$ cat src/rtl/multicycle_control_unit_if.sv
// Control-unit bus: instruction fields and memory/ALU status in,
// datapath enables, selects and observability outputs back.
interface multicycle_control_unit_if #(
  parameter int CNT_W = 32
);
  logic [6:0]       Op;
  logic [2:0]       funct3;
  logic [6:0]       funct7;
  logic             Zero;
  logic             mem_ready;
  logic             PCWrite;
  logic             IRWrite;
  logic             RegWrite;
  logic             MemWrite;
  logic             AdrSrc;
  logic [1:0]       ResultSrc;
  logic [1:0]       ALUSrcA;
  logic [1:0]       ALUSrcB;
  logic [1:0]       ImmSrc;
  logic [2:0]       ALUControl;
  logic             illegal_op;
  logic [3:0]       state;
  logic [CNT_W-1:0] retired;

  // Datapath / environment side
  modport master (
    output Op, funct3, funct7, Zero, mem_ready,
    input  PCWrite, IRWrite, RegWrite, MemWrite, AdrSrc, ResultSrc,
           ALUSrcA, ALUSrcB, ImmSrc, ALUControl, illegal_op, state, retired
  );

  // Control unit side
  modport slave (
    input  Op, funct3, funct7, Zero, mem_ready,
    output PCWrite, IRWrite, RegWrite, MemWrite, AdrSrc, ResultSrc,
           ALUSrcA, ALUSrcB, ImmSrc, ALUControl, illegal_op, state, retired
  );
endinterface

$ cat src/rtl/multicycle_control_unit.sv
// Multicycle RISC-V style control unit: Moore FSM sequencing the shared
// datapath, ALU decoder and a retired-instruction counter.
module multicycle_control_unit #(
  parameter int HS_EN = 1,
  parameter int CNT_W = 32
) (
  input  logic                         clk,
  input  logic                         rst,
  multicycle_control_unit_if.slave     bus
);

  typedef enum logic [3:0] {
    S_FETCH    = 4'd0,
    S_DECODE   = 4'd1,
    S_MEMADR   = 4'd2,
    S_MEMREAD  = 4'd3,
    S_MEMWB    = 4'd4,
    S_MEMWRITE = 4'd5,
    S_EXECUTER = 4'd6,
    S_EXECUTEI = 4'd7,
    S_ALUWB    = 4'd8,
    S_BEQ      = 4'd9,
    S_JAL      = 4'd10
  } state_e;

  state_e           state_q, state_d;
  logic [CNT_W-1:0] retired_q, retired_d;

  logic       ready_s;
  logic       pc_write_s, ir_write_s, reg_write_s, mem_write_s, adr_src_s;
  logic [1:0] result_src_s, alu_src_a_s, alu_src_b_s, imm_src_s, alu_op_s;
  logic [2:0] alu_ctrl_s;
  logic       illegal_s, retire_s;
  logic       unused_s;

  // With the handshake disabled every memory access completes in one cycle.
  assign ready_s  = (HS_EN != 0) ? bus.mem_ready : 1'b1;
  assign unused_s = ^{bus.funct7[6], bus.funct7[4:0]};

  // Next-state and Moore outputs; every output defaults to 0 / select 00.
  always_comb begin
    state_d      = S_FETCH;
    pc_write_s   = 1'b0;
    ir_write_s   = 1'b0;
    reg_write_s  = 1'b0;
    mem_write_s  = 1'b0;
    adr_src_s    = 1'b0;
    result_src_s = 2'b00;
    alu_src_a_s  = 2'b00;
    alu_src_b_s  = 2'b00;
    imm_src_s    = 2'b00;
    alu_op_s     = 2'b00;
    illegal_s    = 1'b0;
    retire_s     = 1'b0;
    case (state_q)
      S_FETCH: begin
        alu_src_b_s  = 2'b10;
        result_src_s = 2'b10;
        ir_write_s   = ready_s;
        pc_write_s   = ready_s;
        if (ready_s) state_d = S_DECODE;
        else         state_d = S_FETCH;
      end
      S_DECODE: begin
        alu_src_a_s = 2'b01;
        alu_src_b_s = 2'b01;
        imm_src_s   = 2'b10;
        case (bus.Op)
          7'b0000011, 7'b0100011: state_d = S_MEMADR;
          7'b0110011:             state_d = S_EXECUTER;
          7'b0010011:             state_d = S_EXECUTEI;
          7'b1100011:             state_d = S_BEQ;
          7'b1101111:             state_d = S_JAL;
          default: begin
            state_d   = S_FETCH;
            illegal_s = 1'b1;
          end
        endcase
      end
      S_MEMADR: begin
        alu_src_a_s = 2'b10;
        alu_src_b_s = 2'b01;
        // Op[5] separates stores (S-type immediate) from loads.
        if (bus.Op[5]) begin
          imm_src_s = 2'b01;
          state_d   = S_MEMWRITE;
        end else begin
          imm_src_s = 2'b00;
          state_d   = S_MEMREAD;
        end
      end
      S_MEMREAD: begin
        adr_src_s = 1'b1;
        if (ready_s) state_d = S_MEMWB;
        else         state_d = S_MEMREAD;
      end
      S_MEMWB: begin
        result_src_s = 2'b01;
        reg_write_s  = 1'b1;
        retire_s     = 1'b1;
        state_d      = S_FETCH;
      end
      S_MEMWRITE: begin
        adr_src_s   = 1'b1;
        mem_write_s = 1'b1;
        if (ready_s) begin
          retire_s = 1'b1;
          state_d  = S_FETCH;
        end else begin
          retire_s = 1'b0;
          state_d  = S_MEMWRITE;
        end
      end
      S_EXECUTER: begin
        alu_src_a_s = 2'b10;
        alu_op_s    = 2'b10;
        state_d     = S_ALUWB;
      end
      S_EXECUTEI: begin
        alu_src_a_s = 2'b10;
        alu_src_b_s = 2'b01;
        alu_op_s    = 2'b10;
        state_d     = S_ALUWB;
      end
      S_ALUWB: begin
        reg_write_s = 1'b1;
        retire_s    = 1'b1;
        state_d     = S_FETCH;
      end
      S_BEQ: begin
        alu_src_a_s = 2'b10;
        alu_op_s    = 2'b01;
        pc_write_s  = bus.Zero;
        retire_s    = 1'b1;
        state_d     = S_FETCH;
      end
      S_JAL: begin
        alu_src_a_s = 2'b01;
        alu_src_b_s = 2'b10;
        pc_write_s  = 1'b1;
        state_d     = S_ALUWB;
      end
      default: state_d = S_FETCH;
    endcase
  end

  // ALU decoder: ALUOp plus funct fields select the ALU operation.
  always_comb begin
    alu_ctrl_s = 3'b000;
    case (alu_op_s)
      2'b00: alu_ctrl_s = 3'b000;
      2'b01: alu_ctrl_s = 3'b001;
      2'b10: begin
        case (bus.funct3)
          3'b000: begin
            // Only register-register ops with funct7[5] subtract.
            if (bus.Op[5] & bus.funct7[5]) alu_ctrl_s = 3'b001;
            else                           alu_ctrl_s = 3'b000;
          end
          3'b010:  alu_ctrl_s = 3'b101;
          3'b110:  alu_ctrl_s = 3'b011;
          3'b111:  alu_ctrl_s = 3'b010;
          default: alu_ctrl_s = 3'b000;
        endcase
      end
      default: alu_ctrl_s = 3'b000;
    endcase
  end

  // Retired counter advances on every completing transition back to FETCH.
  always_comb begin
    if (retire_s) retired_d = retired_q + {{(CNT_W-1){1'b0}}, 1'b1};
    else          retired_d = retired_q;
  end

  // State and counter registers with synchronous reset.
  always_ff @(posedge clk) begin
    if (rst) begin
      state_q   <= S_FETCH;
      retired_q <= {CNT_W{1'b0}};
    end else begin
      state_q   <= state_d;
      retired_q <= retired_d;
    end
  end

  // Write enables and the illegal pulse are suppressed while reset is held.
  assign bus.PCWrite    = pc_write_s  & ~rst;
  assign bus.IRWrite    = ir_write_s  & ~rst;
  assign bus.RegWrite   = reg_write_s & ~rst;
  assign bus.MemWrite   = mem_write_s & ~rst;
  assign bus.illegal_op = illegal_s   & ~rst;
  assign bus.AdrSrc     = adr_src_s;
  assign bus.ResultSrc  = result_src_s;
  assign bus.ALUSrcA    = alu_src_a_s;
  assign bus.ALUSrcB    = alu_src_b_s;
  assign bus.ImmSrc     = imm_src_s;
  assign bus.ALUControl = alu_ctrl_s;
  assign bus.state      = state_q;
  assign bus.retired    = retired_q;

endmodule

$ cat src/flat_wrapper.sv
// flat-port wrapper written by rule: the top's interface ports become plain ports
module multicycle_control_unit_flat 
#(
  parameter int HS_EN = 1,
  parameter int CNT_W = 32
)
  (clk, rst, bus_Op, bus_funct3, bus_funct7, bus_Zero, bus_mem_ready, bus_PCWrite, bus_IRWrite, bus_RegWrite, bus_MemWrite, bus_AdrSrc, bus_ResultSrc, bus_ALUSrcA, bus_ALUSrcB, bus_ImmSrc, bus_ALUControl, bus_illegal_op, bus_state, bus_retired);
  multicycle_control_unit_if #(.CNT_W(CNT_W)) bus_i ();
  input  logic clk;
  input  logic rst;
  input wire logic [$bits(bus_i.Op)-1:0] bus_Op;
  input wire logic [$bits(bus_i.funct3)-1:0] bus_funct3;
  input wire logic [$bits(bus_i.funct7)-1:0] bus_funct7;
  input wire logic [$bits(bus_i.Zero)-1:0] bus_Zero;
  input wire logic [$bits(bus_i.mem_ready)-1:0] bus_mem_ready;
  output wire logic [$bits(bus_i.PCWrite)-1:0] bus_PCWrite;
  output wire logic [$bits(bus_i.IRWrite)-1:0] bus_IRWrite;
  output wire logic [$bits(bus_i.RegWrite)-1:0] bus_RegWrite;
  output wire logic [$bits(bus_i.MemWrite)-1:0] bus_MemWrite;
  output wire logic [$bits(bus_i.AdrSrc)-1:0] bus_AdrSrc;
  output wire logic [$bits(bus_i.ResultSrc)-1:0] bus_ResultSrc;
  output wire logic [$bits(bus_i.ALUSrcA)-1:0] bus_ALUSrcA;
  output wire logic [$bits(bus_i.ALUSrcB)-1:0] bus_ALUSrcB;
  output wire logic [$bits(bus_i.ImmSrc)-1:0] bus_ImmSrc;
  output wire logic [$bits(bus_i.ALUControl)-1:0] bus_ALUControl;
  output wire logic [$bits(bus_i.illegal_op)-1:0] bus_illegal_op;
  output wire logic [$bits(bus_i.state)-1:0] bus_state;
  output wire logic [$bits(bus_i.retired)-1:0] bus_retired;
  assign bus_i.Op = bus_Op;
  assign bus_i.funct3 = bus_funct3;
  assign bus_i.funct7 = bus_funct7;
  assign bus_i.Zero = bus_Zero;
  assign bus_i.mem_ready = bus_mem_ready;
  assign bus_PCWrite = bus_i.PCWrite;
  assign bus_IRWrite = bus_i.IRWrite;
  assign bus_RegWrite = bus_i.RegWrite;
  assign bus_MemWrite = bus_i.MemWrite;
  assign bus_AdrSrc = bus_i.AdrSrc;
  assign bus_ResultSrc = bus_i.ResultSrc;
  assign bus_ALUSrcA = bus_i.ALUSrcA;
  assign bus_ALUSrcB = bus_i.ALUSrcB;
  assign bus_ImmSrc = bus_i.ImmSrc;
  assign bus_ALUControl = bus_i.ALUControl;
  assign bus_illegal_op = bus_i.illegal_op;
  assign bus_state = bus_i.state;
  assign bus_retired = bus_i.retired;
  multicycle_control_unit #(.HS_EN(HS_EN), .CNT_W(CNT_W)) u_core (.clk(clk), .rst(rst), .bus(bus_i));
endmodule
$ cat config.mk
export PLATFORM = sky130hd
export DESIGN_NAME = multicycle_control_unit_flat
export DESIGN_NICKNAME = d
export VERILOG_FILES = /design/src/rtl/multicycle_control_unit_if.sv /design/src/rtl/multicycle_control_unit.sv /design/src/flat_wrapper.sv
export SDC_FILE = /design/constraint.sdc
export NUM_CORES = 1
export LEC_CHECK = 0
export BUFFER_PORTS_ARGS = -buffer_cell sky130_fd_sc_hd__buf_2
export CORE_ASPECT_RATIO = 0.9
export CORE_MARGIN = 5
export CORE_UTILIZATION = 40
export DETAILED_ROUTE_END_ITERATION = 16
export PLACE_DENSITY = 0.64
export SYNTH_ARGS = -nofsm -noshare
export SYNTH_HDL_FRONTEND = slang
export SYNTH_SLANG_ARGS = --single-unit
$ cat constraint.sdc
create_clock -name clk -period 2.3 [get_ports clk]
set_clock_uncertainty 0.1 [all_clocks]
set_input_delay 0.115 -clock clk [delete_from_list [all_inputs] [get_ports clk]]
set_output_delay 0.115 -clock clk [all_outputs]
set_load 0.03 [all_outputs]
==> results of run 1 <==
-- logic make-up (layout without fill, tap and decap cells) --
family / Yosys count / after routing / synth area share (%)
compound gates: 37 / 37 / 11.0
buf+inv: 28 / 93 / 5.44
flops: 36 / 36 / 31.7
simple gates: 155 / 155 / 38.0
fa+ha+maj: 3 / 3 / 1.65
mux: 10 / 10 / 5.66
xor+xnor: 17 / 17 / 6.54
-- cell usage after synthesis (all sizes together) (2+ instances only) --
master / n / area share [%]
nor3: 11 / 2.9
a31o: 4 / 1.5
nand3: 13 / 4.0
or2: 2 / 0.55
nand2b: 13 / 3.6
a21oi: 11 / 2.4
inv: 10 / 1.6
mux2i: 2 / 0.88
ha: 3 / 1.6
mux2: 8 / 4.8
nand2: 14 / 2.3
nor4: 5 / 2.0
nor2b: 14 / 3.8
and3: 3 / 0.88
nand4b: 3 / 1.2
nor2: 54 / 8.9
o21ai: 7 / 1.7
xor2: 13 / 5.0
clkbuf: 11 / 1.8
nand4: 15 / 5.1
buf: 7 / 2.0
dfxtp: 36 / 32
and4: 3 / 1.2
xnor2: 4 / 1.5
a31oi: 2 / 0.55
a211oi: 2 / 0.66
-- power breakdown --
| group | switching [W] | leakage, nW | internal [W] |
|---|---|---|---|
| Clock | 0.000212 | 0.0410 | 0.000206 |
| Sequential | 0.00000102 | 0.291 | 0.000624 |
| Combinational | 0.0000736 | 0.932 | 0.0000373 |
-- metal layers --
metal,up-vias,GRT usage [%],wire [um],part of all wire (%)
met5,-,0,0,0
met4,0,5.21,80,1.5
met3,10,3.71,347,6.4
met2,66,23.9,2420,45
met1,1015,19.5,2530,47
li1,1129,-,-,-
-- registers in the layout, summed over array words and instances, names as in the netlist --
| register | count |
|---|---|
| u_core.bus.retired | 32 |
| u_core.bus.state | 4 |
-- worst min-delay path: cells and delay by family --
family | cells | cell delay, ns
and+or+nand+nor | 2 | 0.13
AOI/OAI and AO/OA | 1 | 0.14
buffers and inverters | 1 | 0.11
-- area by class of cell --
cell class                      count  area share [%]
Multi-Input combinational cell    222            52.3
Inverter                           10            1.35
Sequential cell                    36            25.9
Tap cell                           70            3.15
Clock inverter                      1           0.180
Timing Repair Buffer               76            14.5
Clock buffer                        6            2.61
-- worst paths after layout --
path / start / endpoint / slack [ns] / cells after the start
worst min register to register: u_core.bus.retired[12] / u_core.bus.retired[12] / 0.44 / 2
worst max register to register: u_core.bus.state[3] / u_core.bus.retired[22] / 0.26 / 5
worst min-delay path: bus_Op[4] / u_core.bus.state[2] / 0.16 / 4
worst max-delay path: u_core.bus.state[0] / bus_ALUControl[1] / 0.20 / 6
-- stage by stage --
step	setup TNS (ns)	worst slack [ns]	hold slack, ns	std cells
after floorplan	-0.244	-0.239	0.198	286
after global placement	0	0.272	0.410	414
after detailed placement	0	0.239	0.430	414
after CTS	0	0.127	0.146	421
after global routing	0	0.0652	0.165	421
final	0	0.205	0.157	421
-- cells in the final DEF (no fill, tap or decap), types with 2 or more instances in the layout --
| cell type | count |
|---|---|
| buf_2 | 67 |
| nand2b_1 | 13 |
| a31oi_1 | 2 |
| nand3_1 | 8 |
| a21oi_1 | 11 |
| a31o_2 | 4 |
| nand4b_1 | 3 |
| inv_1 | 10 |
| mux2i_1 | 2 |
| nor4_1 | 4 |
| xor2_1 | 13 |
| and3_1 | 2 |
| ha_1 | 3 |
| or2_2 | 2 |
| a211oi_1 | 2 |
| nand2_1 | 14 |
| dfxtp_1 | 35 |
| nor3_2 | 2 |
| and4_1 | 3 |
| nand4_1 | 13 |
| nand3_2 | 5 |
| o21ai_0 | 6 |
| clkbuf_8 | 5 |
| xnor2_1 | 4 |
| nor2_1 | 54 |
| buf_4 | 9 |
| mux2_4 | 5 |
| nor2b_1 | 13 |
| mux2_2 | 2 |
| nor3_1 | 8 |
==> summary.md, run 1 <==
| Metric | Value |
|---|---|
| Status | complete, no violations |
| Maximum clock path buffer count | 2 |
| Number of I/O port buffers | 67 |
| First-pass GRT wire length | between 8000 and 9000 um |
| Worst slew pin tran | 0.890 ns |
| Fill cells | 559 |
| Yosys warnings | 0 |
| Final core occ | around 50% |
| Clk sinks | 36 |
| GRT Residual Overflow | 0 |
| Fin. Hold Viols | 0 |
| Die height | 81.6 um |
| Slew headroom | 40.7% |
| Syn Std Cell Area | ~2300 um^2 |
| Number of synthesized flops with an enable pin | 0 |
| Site Rows | 26 |
| DR pass1 iterations | 5 |
| Syn Area/Cell | a little under 8 um^2 |
| Crit path max-delay cell type | ha_1 |
| HP Class | in -> reg |
| # DRC | 0 |
| LEAKAGE | 1.26 nW |
| CP startpoint kind | register |
| Yosys reg bits | 36 |
| Largest net degree at the start of global routing | 54 |
| Ports | 74 |
| Commonest register cell after synthesis | dfxtp_1 |
| CP max FO | 18 |
| Final instance area | 2780 um^2 |
| CTS clk-pin slew, worst paths | 0.06 ns |
| Worst path buffer plus inverter count | 2 |
| RSZ-0062 raised after global routing | no |
| Total global-route track usage | 14.9% |
| Pwr Density | a little over 400 nW/um^2 |
| CP top delay family | simple AND/OR/NAND/NOR gates |
| Vias | roughly 2,200 |
| Avg Vias per Cell | 5.27 |
| Tmin final | 2.10 ns |
| Final ANT Viol Nets | 0 |
| Hold buffers post-CTS | 0 |
| Core area | ~5600 um^2 |
| DP Area | roughly 2700 um^2 |
| Storage element area | 722 um^2 |
| Vias in the first global route | 1,955 |
| Diodes inserted | 0 |
| Kind of critical path | reg -> out |
| CTS buffer count | 5 |
| Post-layout net count | between 300 and 400 |
| Gpl congestion | 0.768 |
| WL final | 5380 um |
| CP Data Required Time | 2.09 ns |
| Max-Cap Viols | 0 |
| Peak supply drop | 0.282 mV |
| Tcrit/Tclk final | 91.1% |
| Crit. End Element | primary output |
| Maximum clock rate | 477 MHz |
| Area grow syn2layout | 22.3% |
| Initial Utilization | 40.7% |
| Routed length per instance | 12.8 um |
| Syn Nets | 310 |
| Tot Pwr | about 0.0012 W |
| Sequential fraction of the synthesis area | 31.7% |
| Die width | 89.5 um |
| Clk_lat worst skew | roughly 0.28 ns |
| Multi-input logic area | 1460 um^2 |
| Mapped Cells | 286 |
| CTS Root Cell | clkbuf_8 |
| Worst-path cell chain | buf_4, nor2b_2, nand3_1, ha_1, nor3_2, buf_2 |
| Crit path arrival time | ~1.9 ns |
| Initial antenna violation count | 0 |
| Full die area | between 7000 and 8000 um^2 |
| Starting DRT DRC Count | 67 |
| Max incr delay on CP | 0.34 ns |
| Asr flop ratio synth | 0% |
| CTS tree | built |
| Slew Viols, Final | 0 |
| # setup viols final | 0 |
| HPWL Detailed | between 4000 and 5000 um |
| Share of layout cells above drive strength 1 | 32.2% |
| H-tree depth | 2 |
| Setup Buffers After CTS | 0 |
| Synth unique cells | 54 |
| Post-cts sizing count | 0 |
Power figures use the tool's default switching activity.
==> run 2, diff against run 1 <==
BUFFER_PORTS_ARGS = unset   (was -buffer_cell sky130_fd_sc_hd__buf_2)
DONT_BUFFER_PORTS = 1   (was unset)
PLACE_DENSITY = 0.53   (was 0.64)
==> run 2 against run 1 <==
Compared with the run above:
- fmax down 0.94%
- non-clock buffer count down 25
- clock power up 46%
- die area unchanged
- critical path depth up 2
- register-to-register slack about the same
- sequential share of layout area down 0.35 points
- cell count down 5.7%
- via count down 5.2%
- sequential power about the same
==> summary.md, run 2 (same netlist as run 1, synthesis figures left out) <==
| Metric | Value |
|---|---|
| Status | complete, no violations |
| Tot Pwr | 0.00133 W (+16%) |
| Slew headroom | 61.3% (+21 points) |
| Crit path max-delay cell type | dfxtp_1 |
| Max incr delay on CP | 0.44 ns (+0.10 ns) |
| Vias in the first global route | 1,913 (-2.1%) |
| Crit. End Element | primary output |
| Slew Viols, Final | 0 (unchanged) |
| Core area | 5600 um^2 (unchanged) |
| LEAKAGE | 1.18 nW (-7.0%) |
| HP Class | in -> reg |
| Layout Cells excl Fill | 397 (-5.7%) |
| Fill cells | 538 (-3.8%) |
| Setup Buffers After CTS | 0 (unchanged) |
| DP Area | 2680 um^2 (-0.83%) |
| Initial antenna violation count | 0 (unchanged) |
| WL final | 5620 um (+4.4%) |
| # setup viols final | 0 (unchanged) |
| Post-route setup TNS | 0 ns (unchanged) |
| GR met3 Demand/Resource | 6.42% (+2.7 points) |
| Most frequent cells in the layout | nor2_1, buf_4, dfxtp_1 |
| Post-layout net count | 350 (-6.7%) |
| HPWL Detailed | 4130 um (+2.4%) |
| Number of I/O port buffers | 0 (-100%) |
| RSZ-0062 raised after global routing | no |
| CP startpoint kind | register |
| Peak supply drop | 0.333 mV (+18%) |
| Combinational cell fraction of total power | 7.3% (-2.3 points) |
| Site Rows | 26 (unchanged) |
| Max-Cap Viols | 0 (unchanged) |
| Maximum clock rate | 473 MHz (-0.94%) |
| CTS buffer count | 5 (unchanged) |
| H-tree depth | 2 (unchanged) |
| Fin. Hold Viols | 0 (unchanged) |
| Worst path buffer plus inverter count | 3 (+1) |
| Final instance area | 2830 um^2 (+1.5%) |
| Area grow syn2layout | 24.2% |
| Ports | 74 (unchanged) |
| CP Data Required Time | 2.09 ns (about the same) |
| Largest net degree at the start of global routing | 45 (-17%) |
| Crit path arrival time | 1.90 ns (+0.02 ns) |
| Starting DRT DRC Count | 104 (+55%) |
| Total global-route track usage | 15.6% (+0.70 points) |
| Sequential Power Share | 46.9% (-7.3 points) |
| GRT Residual Overflow | 0 (unchanged) |
| Die width | 89.5 um (unchanged) |
| Largest register FFs | 32 (unchanged) |
| Avg Vias per Cell | 5.30 (+0.50%) |
| CP max FO | 12 (-6) |
| Gpl congestion | 0.780 (+1.5%) |
| Pwr Density | 472 nW/um^2 (+14%) |
| Psw | 0.000291 W (+1.5%) |
| Switch share | 21.8% (-3.0 points) |
| Tcrit/Tclk final | 92.0% (+0.86 points) |
| Diodes inserted | 0 (unchanged) |
| Worst slew pin tran | 0.576 ns (-0.314 ns) |
| Clock Power Share | 45.7% (+9.5 points) |
| Worst-path cell chain | buf_4, inv_1, nor2_1, ha_1, nor3b_1, nor2_1, nor2_1, buf_4 |
| DR pass1 iterations | 4 (-1) |
| Clk_lat worst skew | 0.28 ns (about the same) |
| CP top delay family | buffers and inverters |
| Crit path top cell by count | nor2_1 |
| Clk sinks | 36 (unchanged) |
| Final ANT Viol Nets | 0 (unchanged) |
| Internal power | 0.00104 W (+20%) |
| Tmin final | 2.11 ns (+0.0198 ns) |
| M2 GR Usage | 24.4% (+0.52 points) |
| GR peak layer | met2 |
| CTS clk-pin slew, worst paths | 0.07 ns (about the same) |
| # DRC | 0 (unchanged) |
| Routed length per instance | 14.2 um (+11%) |
| Met1 Usage GRT | 20.0% (+0.47 points) |
| First-pass GRT wire length | 9170 um (+4.6%) |
| Dpl cells | 388 (-6.3%) |
| Share of layout cells above drive strength 1 | 27.8% (-4.4 points) |
| Kind of critical path | reg -> out |
| CTS tree | built |
| Vias | 2,104 (-5.2%) |
| Commonest non-fill, non-tap cell in the layout | nor2_1 |
| Full die area | 7300 um^2 (unchanged) |
| Initial Utilization | 40.7% (unchanged) |
| CTS Root Cell | clkbuf_8 |
| Die height | 81.6 um (unchanged) |
| Maximum clock path buffer count | 2 (unchanged) |
[run 2: layout make-up]
| cell class | instances | area [um^2] | area share, % |
|---|---|---|---|
| Clock buffer | 7 | 96.3 | 3.41 |
| Clock inverter | 1 | 30.0 | 1.06 |
| Inverter | 10 | 37.5 | 1.33 |
| Multi-Input combinational cell | 222 | 1460 | 51.5 |
| Sequential cell | 36 | 723 | 25.6 |
| Tap cell | 70 | 87.6 | 3.10 |
| Timing Repair Buffer | 51 | 395 | 14.0 |
[run 2: path summary, 6_finish.rpt]
check / start / endpoint / slack [ns] / depth (start not counted)
setup / recovery: u_core.bus.state[2] / bus_ALUControl[0] / 0.19 / 8
hold / removal: bus_Op[4] / u_core.bus.state[2] / 0.02 / 3
setup reg to reg: u_core.bus.state[2] / u_core.bus.retired[12] / 0.25 / 6
hold reg to reg: u_core.bus.retired[1] / u_core.bus.retired[1] / 0.47 / 2
[run 2: power groups by stage]
stage / clock, W / sequential, W / combinational (W)
after floorplan: 0 / 0.000642 / 0.0000710
after global placement: 0 / 0.000641 / 0.0000826
after detailed placement: 0 / 0.000641 / 0.0000832
after CTS: 0.000628 / 0.000626 / 0.0000980
after global routing: 0.000654 / 0.000627 / 0.000107
final: 0.000610 / 0.000627 / 0.0000979
[run 2: worst register-to-register path, cell delays in order, from the launching register on]
cell,delay (ns)
dfxtp_1,0.44
nand2b_1,0.21
o21ai_2,0.30
buf_4,0.24
nand4b_1,0.17
or4_1,0.42
o21ai_0,0.09
[run 2: what timing repair did]
item | CTS | global route
hold endpoints to repair | 36 | 0
resized for setup | 0 | 3
hold buffers | 1 | 0
setup endpoints to repair | 0 | 2
[run 2: layer usage]
layer,routed length (um),vias up
met1,2490,953
li1,-,1076
met2,2480,67
met3,546,8
met5,0,-
met4,106,0
[run 2: stage by stage]
step | utilization, % | hold WS, ns | setup WS (ns)
floorplan | - | 0.198 | -0.239
global placement | 47.8 | 0.0929 | 0.300
detailed placement | 47.8 | 0.0943 | 0.286
CTS | 50.4 | 0.00278 | 0.0528
global route | 50.5 | 0.0275 | 0.0250
finish | 50.5 | 0.0191 | 0.185
